<file path="src/rtl/rx_bram_packer_if.sv">
// ---------------------------------------------------------------------------
// rx_bram_packer_if
// Bundles the byte-stream input, the RAM write port and the frame status /
// acknowledge signals of rx_bram_packer.
//   in_valid_in / in_data_in[7:0] / in_last_in / in_ready_out : byte stream
//   bram_en_out / bram_we_out[3:0] / bram_addr_out[8:0] /
//   bram_wr_d_out[31:0]                                       : RAM write port
//   frame_done_out / frame_len_out[11:0] / frame_err_out /
//   frame_ack_in                                              : frame status
// slave  : view used by the packer itself.
// master : view used by the surrounding logic (producer, RAM, consumer).
// ---------------------------------------------------------------------------
interface rx_bram_packer_if;
    logic        in_valid_in;
    logic [7:0]  in_data_in;
    logic        in_last_in;
    logic        in_ready_out;

    logic        bram_en_out;
    logic [3:0]  bram_we_out;
    logic [8:0]  bram_addr_out;
    logic [31:0] bram_wr_d_out;

    logic        frame_done_out;
    logic [11:0] frame_len_out;
    logic        frame_err_out;
    logic        frame_ack_in;

    modport slave (
        input  in_valid_in, in_data_in, in_last_in, frame_ack_in,
        output in_ready_out, bram_en_out, bram_we_out, bram_addr_out,
               bram_wr_d_out, frame_done_out, frame_len_out, frame_err_out
    );

    modport master (
        output in_valid_in, in_data_in, in_last_in, frame_ack_in,
        input  in_ready_out, bram_en_out, bram_we_out, bram_addr_out,
               bram_wr_d_out, frame_done_out, frame_len_out, frame_err_out
    );
endinterface

</file>
<file path="src/rtl/rx_bram_packer.sv">
// ---------------------------------------------------------------------------
// rx_bram_packer
// Packs a framed byte stream big-endian into 32-bit words and writes them
// into a 512 x 32 frame buffer through byte write enables. At end of frame
// it reports length / truncation and waits for the consumer's acknowledge.
//   clk_in        : clock (also clocks the RAM write port)
//   rst_n_in      : asynchronous, active-low reset
//   bus (slave)   : stream in, RAM write port out, frame status / ack
//   dbg_state_out : current FSM state (0 RECV, 1 DROP, 2 FLUSH, 3 DONE)
//
// Handshake: a byte moves on a rising edge where in_valid_in and
// in_ready_out are both high; in_valid_in may be raised or dropped at any
// time, in_ready_out never depends combinationally on in_valid_in, and a
// byte offered while in_ready_out is low is simply not taken.
// ---------------------------------------------------------------------------
module rx_bram_packer #(
    parameter int MAX_BYTES = 2048
) (
    input  logic              clk_in,
    input  logic              rst_n_in,
    rx_bram_packer_if.slave   bus,
    output logic [1:0]        dbg_state_out
);

    localparam logic [1:0] ST_RECV  = 2'd0;
    localparam logic [1:0] ST_DROP  = 2'd1;
    localparam logic [1:0] ST_FLUSH = 2'd2;
    localparam logic [1:0] ST_DONE  = 2'd3;

    localparam logic [11:0] MAX_K = 12'(MAX_BYTES);

    logic [1:0]  state;
    logic [1:0]  state_nxt;
    logic [11:0] byte_idx;
    logic [31:0] asm_word;
    logic [3:0]  asm_mask;

    logic        xfer;
    logic        at_cap;
    logic        word_end;
    logic        ack_ok;
    logic [1:0]  lane_sel;
    logic [31:0] word_merge;
    logic [3:0]  mask_merge;

    assign xfer     = bus.in_valid_in && bus.in_ready_out;
    // Byte index equal to capacity means the buffer is already full.
    assign at_cap   = (byte_idx == MAX_K);
    // lane = 3 - (k mod 4): the first byte of a word goes to [31:24].
    assign lane_sel = ~byte_idx[1:0];
    assign word_end = (byte_idx[1:0] == 2'b11) || bus.in_last_in;
    // The acknowledge only counts once the consumer can see frame_done_out.
    assign ack_ok   = bus.frame_done_out && bus.frame_ack_in;

    assign word_merge = asm_word | ({24'd0, bus.in_data_in} << {lane_sel, 3'b000});
    assign mask_merge = asm_mask | (4'b0001 << lane_sel);

    assign dbg_state_out = state;

    always_comb begin
        state_nxt = state;
        case (state)
            ST_RECV: begin
                if (xfer) begin
                    if (at_cap) begin
                        state_nxt = bus.in_last_in ? ST_FLUSH : ST_DROP;
                    end else if (bus.in_last_in) begin
                        state_nxt = ST_FLUSH;
                    end
                end
            end
            ST_DROP: begin
                if (xfer && bus.in_last_in) begin
                    state_nxt = ST_DONE;
                end
            end
            ST_FLUSH: begin
                state_nxt = ST_DONE;
            end
            ST_DONE: begin
                if (ack_ok) begin
                    state_nxt = ST_RECV;
                end
            end
            default: begin
                state_nxt = ST_RECV;
            end
        endcase
    end

    always_ff @(posedge clk_in or negedge rst_n_in) begin
        if (!rst_n_in) begin
            state              <= ST_RECV;
            byte_idx           <= 12'd0;
            asm_word           <= 32'd0;
            asm_mask           <= 4'd0;
            bus.in_ready_out   <= 1'b0;
            bus.bram_en_out    <= 1'b0;
            bus.bram_we_out    <= 4'd0;
            bus.bram_addr_out  <= 9'd0;
            bus.bram_wr_d_out  <= 32'd0;
            bus.frame_done_out <= 1'b0;
            bus.frame_len_out  <= 12'd0;
            bus.frame_err_out  <= 1'b0;
        end else begin
            state            <= state_nxt;
            // Ready is registered from the next state so it is low from the
            // edge that takes the last byte and high on the acknowledge edge.
            bus.in_ready_out <= (state_nxt == ST_RECV) || (state_nxt == ST_DROP);
            bus.bram_en_out  <= 1'b0;
            bus.bram_we_out  <= 4'd0;

            case (state)
                ST_RECV: begin
                    if (xfer) begin
                        if (at_cap) begin
                            // Buffer full: byte discarded, the last full word
                            // has already been written.
                            bus.frame_err_out <= 1'b1;
                            bus.frame_len_out <= MAX_K;
                        end else begin
                            byte_idx <= byte_idx + 12'd1;
                            if (word_end) begin
                                // Hand the word to the RAM port and clear the
                                // assembly register so the next byte can land
                                // on this very write cycle.
                                bus.bram_en_out   <= 1'b1;
                                bus.bram_we_out   <= mask_merge;
                                bus.bram_addr_out <= byte_idx[10:2];
                                bus.bram_wr_d_out <= word_merge;
                                asm_word          <= 32'd0;
                                asm_mask          <= 4'd0;
                            end else begin
                                asm_word <= word_merge;
                                asm_mask <= mask_merge;
                            end
                            if (bus.in_last_in) begin
                                bus.frame_len_out <= byte_idx + 12'd1;
                            end
                        end
                    end
                end
                ST_DONE: begin
                    if (ack_ok) begin
                        bus.frame_done_out <= 1'b0;
                        bus.frame_err_out  <= 1'b0;
                        byte_idx           <= 12'd0;
                    end else begin
                        bus.frame_done_out <= 1'b1;
                    end
                end
                default: begin
                end
            endcase
        end
    end

endmodule
</file>
<file path="src/flat_wrapper.sv">
// flat-port wrapper written by rule: the top's interface ports become plain ports
module rx_bram_packer_flat 
#(
    parameter int MAX_BYTES = 2048
)
  (clk_in, rst_n_in, dbg_state_out, bus_in_valid_in, bus_in_data_in, bus_in_last_in, bus_frame_ack_in, bus_in_ready_out, bus_bram_en_out, bus_bram_we_out, bus_bram_addr_out, bus_bram_wr_d_out, bus_frame_done_out, bus_frame_len_out, bus_frame_err_out);
  rx_bram_packer_if bus_i ();
  input  logic clk_in;
  input  logic rst_n_in;
  output logic [1:0] dbg_state_out;
  input wire logic [$bits(bus_i.in_valid_in)-1:0] bus_in_valid_in;
  input wire logic [$bits(bus_i.in_data_in)-1:0] bus_in_data_in;
  input wire logic [$bits(bus_i.in_last_in)-1:0] bus_in_last_in;
  input wire logic [$bits(bus_i.frame_ack_in)-1:0] bus_frame_ack_in;
  output wire logic [$bits(bus_i.in_ready_out)-1:0] bus_in_ready_out;
  output wire logic [$bits(bus_i.bram_en_out)-1:0] bus_bram_en_out;
  output wire logic [$bits(bus_i.bram_we_out)-1:0] bus_bram_we_out;
  output wire logic [$bits(bus_i.bram_addr_out)-1:0] bus_bram_addr_out;
  output wire logic [$bits(bus_i.bram_wr_d_out)-1:0] bus_bram_wr_d_out;
  output wire logic [$bits(bus_i.frame_done_out)-1:0] bus_frame_done_out;
  output wire logic [$bits(bus_i.frame_len_out)-1:0] bus_frame_len_out;
  output wire logic [$bits(bus_i.frame_err_out)-1:0] bus_frame_err_out;
  assign bus_i.in_valid_in = bus_in_valid_in;
  assign bus_i.in_data_in = bus_in_data_in;
  assign bus_i.in_last_in = bus_in_last_in;
  assign bus_i.frame_ack_in = bus_frame_ack_in;
  assign bus_in_ready_out = bus_i.in_ready_out;
  assign bus_bram_en_out = bus_i.bram_en_out;
  assign bus_bram_we_out = bus_i.bram_we_out;
  assign bus_bram_addr_out = bus_i.bram_addr_out;
  assign bus_bram_wr_d_out = bus_i.bram_wr_d_out;
  assign bus_frame_done_out = bus_i.frame_done_out;
  assign bus_frame_len_out = bus_i.frame_len_out;
  assign bus_frame_err_out = bus_i.frame_err_out;
  rx_bram_packer #(.MAX_BYTES(MAX_BYTES)) u_core (.clk_in(clk_in), .rst_n_in(rst_n_in), .bus(bus_i), .dbg_state_out(dbg_state_out));
endmodule
</file>
<file path="config.mk">
export PLATFORM = sky130hd
export DESIGN_NAME = rx_bram_packer_flat
export DESIGN_NICKNAME = d
export VERILOG_FILES = /design/src/rtl/rx_bram_packer_if.sv /design/src/rtl/rx_bram_packer.sv /design/src/flat_wrapper.sv
export SDC_FILE = /design/constraint.sdc
export NUM_CORES = 1
export LEC_CHECK = 0
export CAP_MARGIN = 10
export CORE_UTILIZATION = 48
export CTS_CLUSTER_SIZE = 30
export DETAILED_ROUTE_END_ITERATION = 16
export PLACE_DENSITY = 0.72
export SYNTH_ARGS = -nofsm -noshare
export SYNTH_HDL_FRONTEND = slang
export SYNTH_SLANG_ARGS = --single-unit
export TNS_END_PERCENT = 5
</file>
<file path="constraint.sdc">
create_clock -name clk_in -period 1.9 [get_ports clk_in]
set_input_delay 0.285 -clock clk_in [delete_from_list [all_inputs] [get_ports clk_in]]
set_output_delay 0.285 -clock clk_in [all_outputs]
set_load 0.05 [all_outputs]
</file>
After elaboration in Yosys (flattened, before gate mapping)
Cells that the tools add are included.
{"block": "classes", "bitwise": 4, "mux": 28, "addsub": 1, "n_shift": 2, "eq_ne": 10, "n_reduce_logical": 14}
{"operator": "2-to-1 mux 12 bit", "n": 5}
{"operator": "2-to-1 mux 32 bit", "n": 1}
{"operator": "OR 32 bit", "n": 1}
{"operator": "left shift 8 x 5 -> 32 bit", "n": 1}
{"operator": "one-hot mux 12 bit (2 select lines)", "n": 1}
{"operator": "2-to-1 mux 4 bit", "n": 5}
{"operator": "adder 12 x 1 -> 12 bit, second input constant", "n": 1}
{"operator": "== test 12 bit, second input constant", "n": 1}
{"operator": "2-to-1 mux 2 bit", "n": 6}
{"operator": "AND reduction 4 bit", "n": 3}
{"operator": "2-to-1 mux 1 bit", "n": 8}
{"operator": "one-hot mux 2 bit (4 select lines)", "n": 1}
{"operator": "== test 2 bit, second input constant", "n": 3}
{"operator": "!= test 2 x 1 -> 1 bit, second input constant", "n": 3}
{"operator": "AND reduction 3 bit", "n": 2}
{"operator": "== test 2 x 1 -> 1 bit, second input constant", "n": 2}
{"operator": "zero test 2 bit", "n": 2}
{"operator": "OR 4 bit", "n": 1}
{"operator": "nonzero test 2 bit", "n": 2}
{"operator": "left shift 1 x 2 -> 4 bit, first input constant", "n": 1}
{"operator": "logical AND 1 bit", "n": 3}
{"operator": "logical OR 1 bit", "n": 2}
{"operator": "!= test 2 bit, second input constant", "n": 1}
{"operator": "inverter 2 bit", "n": 1}
{"operator": "2 further kinds", "n": 2}
{"block": "word_totals", "ff_bits": 111, "elab_cells": 71}

Logic depth before layout (Yosys ltp)
{"block": "depth", "ltp_word": 7, "depth_mapped": 8, "mapped_depth_nobuf": 6}

Worst setup path before layout
No wires, ideal clock.
{"block": "synth_path", "path_kind": "register to register", "startpoint": "register u_core.byte_idx[0]", "endpoint": "register u_core.bus.bram_addr_out[0]", "path_stages_with_launch": 7, "setup_slack_ns": -0.118, "period_less_slack_ns": 2.018, "arrival_ns": 1.893, "n_path_buf": 1, "path_cell_list": "dfrtp_1 > inv_1 > ha_1 > nor4b_4 > a311oi_2 > buf_2 > mux2_2"}
{"block": "synth_between", "elab_chain_cells": 3, "word_cells_on_any_way": 5, "cone_classes": "eq/ne (2); bitwise (1); reduce/logical (2)"}
{"element": "start: declaration", "line_no": "rx_bram_packer.sv:34", "rtl": "logic [11:0] byte_idx;"}
{"element": "start signal: assignment", "line_no": "rx_bram_packer.sv:122", "rtl": "byte_idx <= byte_idx + 12'd1;"}
{"element": "== test 12 bit / == test 2 bit (equally long branches)", "line_no": "rx_bram_packer.sv:48, rx_bram_packer.sv:51"}
{"element": "inverter 1 bit (no line) / logical OR 1 bit (equally long branches)"}
{"element": "AND reduction 4 bit (no line) (*)"}
{"element": "end signal: assignment", "line_no": "rx_bram_packer.sv:129", "rtl": "bus.bram_addr_out <= byte_idx[10:2];"}
{"element": "end: declaration", "line_no": "rx_bram_packer_if.sv:31", "rtl": "output in_ready_out, bram_en_out, bram_we_out, bram_addr_out,"}
Mark *: on every way between the ends. The rest lies on a longest branch, timed or not.
A chain may end at the register's enable or synchronous reset.

Worst setup path after layout
{"block": "layout_path", "startpoint": "register u_core.bus.frame_len_out[0] (netlist name)", "endpoint": "output bus_frame_len_out[0]"}
{"element": "start: declaration", "line_no": "rx_bram_packer_if.sv:32", "rtl": "bram_wr_d_out, frame_done_out, frame_len_out, frame_err_out"}
{"element": "start signal: assignment", "line_no": "rx_bram_packer.sv:138", "rtl": "bus.frame_len_out <= byte_idx + 12'd1;"}
{"element": "end: declaration", "line_no": "flat_wrapper.sv:21", "rtl": "output wire logic [$bits(bus_i.frame_len_out)-1:0] bus_frame_len_out;"}
No word-level cell between the ends.

==> metrics.cfg <==
[placed_design]
place_congestion = 0.891
hpwl_um = 7130
post-place-cells = 643
dpl-instance-area_um2 = 5880
io_buffers = 75

[routing]
routed_wl_um = 10300
wl_met3_um = 432
drc = 0
wl_met2_um = 4850
vias_per_cell = 5.50
drt_iter0_drc = 166
met1Wirelength_um = 4900
wl_per_cell_um = 15.6
dr.pass1.iters = 5
ant_nets = 0
highest_layer = met4
vias = 3633

[clock_network]
clock_path_buffers = 2
clkTransAtPathRegs_ns = 0.11
clockRootBuffer = clkbuf_8
postCtsSetupRepairBufs = 0
clk_latency_ns = 0.37
htree_levels = 3
cts_buffers = 9
cts_tree = yes
clock-sinks = 111

[global_route]
grt_pass1_vias = 3395
grt_pass1_wl_um = 16700
grt_max_degree = 64
gr-usage-all-layers = 0.213
antenna_found_initial = 0
gr-total-overflow = 0

[timing]
hold_viol_final = 0
worst_slew_pin_slew_ns = 0.534
max_freq_mhz = 534
clock_skew_ns = 0.0137
tns_ns = 0
fin_crit_sh = 0.986
drv_slew = 0
slew_headroom = 0.641
grt_setup_unrepaired = true
finalSetupViolations = 0
min_period_ns = 1.87

[yosys]
synth_fa_ha_area_frac = 0.0107
yosysMostFrequentCell = dfrtp_1
synth_flop_cell = dfrtp_1
syn_area_per_cell_um2 = 10.8
synth_top_family_by_area = compound AO/OA/AOI/OAI gates
yosysTopAreaCell = dfrtp_1
synth_edf_count = 0
yosysTopAreaCellShare = 0.593
yosys_warnings = 0
synth_common_cells = dfrtp_1 (111), nor2_1 (77), a21oi_1 (68)
yosys-top-cells-area = dfrtp_1 (59%), a21oi_1 (7.3%), nor2_1 (6.2%)
syn_inst = 434
async_flop_share = 1.00
synth.distinct_cells = 42
synthMuxAreaShare = 0.0435
ys_ff_latch = 111
synth_xor_area_frac = 0.0187
synthSimpleGateAreaFrac = 0.119
netlist_area_um2 = 4690
ys_seq_area_frac = 0.593
synth-compound-area-share = 0.169
synth_nets = 451

[power_and_ir_drop]
peakVddDrop_v = 0.000814
clkPwrFrac = 0.140
p_per_area_nw_per_um2 = 1500
p_sw_frac = 0.438
p_sw_mw = 4.05
power_frac_seq = 0.382
p_leak_nw = 2.72
finalPower_mw = 9.24
intPower_mw = 5.19
comb_power_share = 0.478

[critical_path]
endpoint_kind = output port
critical_path_class = flip-flop to output port
cp.arrival_ns = 1.59
crit_path_start_kind = flip-flop
critPathMaxFanout = 2
cp_slowest_stage_delay_ns = 0.83
worstPathBufferInverterCount = 1
path_cells = clkdlybuf4s50_1
cp_data_required_time_ns = 1.62
crit_slowest_cell = clkdlybuf4s50_1
crit_family = buffers and inverters

[floorplan]
core_area_um2 = 9330
die_w_um = 101
initial_core_util = 0.502
dieArea_um2 = 10200
pin_count = 76
fp.dieH_um = 101
num_rows = 35

[finish]
regArea_um2 = 2780
design_area_um2 = 6150
multi_input_area_um2 = 1770
fillerInstances = 713
antennaDiodeCount = 0
final_util = 0.660
drive_gt1_frac = 0.179
final_cell_count_no_fill = 660
nets = 544
syn_to_final_growth_pct = 31.3

[status]
status = finished, final reports clean

[flow_run]
drv_cap = 0

[worst_hold_path]
hp-class = input pin to async pin

power by group through the flow:
stage	clock network [mW]	logic, mW	registers, mW
after floorplan	0	1.29	5.01
after global placement	0	4.30	3.53
after detailed placement	0	4.37	3.56
after CTS	1.33	4.36	3.52
after global routing	1.42	4.74	3.62
final	1.29	4.42	3.53
area by class of cell:
type | instances | area share
clock buffer | 9 | 0.0201
clock inverter | 6 | 0.00874
inverter | 5 | 0.00305
multi-input combinational | 277 | 0.287
sequential | 111 | 0.452
tap | 129 | 0.0262
timing repair buffer | 123 | 0.203
state kept, by name (all words and copies together), names as in the netlist:
| name | count |
|---|---|
| u_core.asm_mask | 4 |
| u_core.byte_idx | 12 |
| u_core.bus.frame_len_out | 12 |
| u_core.asm_word | 32 |
| u_core.bus.bram_addr_out | 9 |
| u_core.dbg_state_out | 2 |
| u_core.bus.bram_we_out | 4 |
| u_core.bus.frame_done_out | 1 |
| u_core.bus.in_ready_out | 1 |
| u_core.bus.bram_en_out | 1 |
| u_core.bus.bram_wr_d_out | 32 |
| u_core.bus.frame_err_out | 1 |
logic make-up after synthesis:
| family | count (synthesis) |
|---|---|
| AO/OA/AOI/OAI | 129 |
| XOR/XNOR | 10 |
| adder cells (fa/ha/maj) | 4 |
| buffers and inverters | 46 |
| flip-flops | 111 |
| multiplexers | 18 |
| AND/OR/NAND/NOR | 116 |
metal layers:
layer	global-route usage	vias to the layer above
li1	-	1718
met1	0.319	1806
met2	0.326	102
met3	0.0236	7
met4	0.0736	0
met5	0	-
per-stage QoR:
step | hold slack, ns | worst slack [ns]
CTS | 0.243 | 0.00436
global placement | 0.102 | -0.0501
global route | 0.257 | -0.0294
detailed placement | 0.101 | -0.100
floorplan | -0.0106 | 0.00560
finish | 0.258 | 0.0271
path summary, 6_finish.rpt:
kind | startpoint | slack (ns) | depth (start not counted) | to
setup reg to reg | u_core.byte_idx[1] | 0.03 | 7 | u_core.bus.bram_addr_out[1]
min in group clk_in | u_core.asm_mask[0] | 0.48 | 1 | u_core.bus.bram_we_out[0]
max in group asynchronous | rst_n_in | 1.12 | 3 | u_core.bus.bram_wr_d_out[20]
hold reg to reg | u_core.asm_mask[0] | 0.48 | 1 | u_core.bus.bram_we_out[0]
hold / removal | rst_n_in | 0.26 | 2 | u_core.bus.frame_len_out[5]
setup / recovery | u_core.bus.frame_len_out[0] | 0.03 | 1 | bus_frame_len_out[0]
timing repair:
action | in CTS | in global routing
resized for setup | 3 | 17
gates cloned | 0 | 1
hold buffers | 1 | 0
endpoints found under the setup margin | 6 | 68
pin swaps | 1 | 2
hold endpoints to repair | 111 | 0
layout by cell type, fill, tap and decap left out, types with 6 or more instances in the layout:
master	instances
buf_12	9
a21oi_1	68
a31oi_1	31
clkdlybuf4s50_1	71
mux2_4	6
o2bb2ai_1	10
buf_4	35
clkbuf_8	9
xor2_1	6
dfrtp_1	108
mux2_2	7
nor2_1	75
nand2_1	12
No activity file was read; power rests on OpenSTA's default activity.
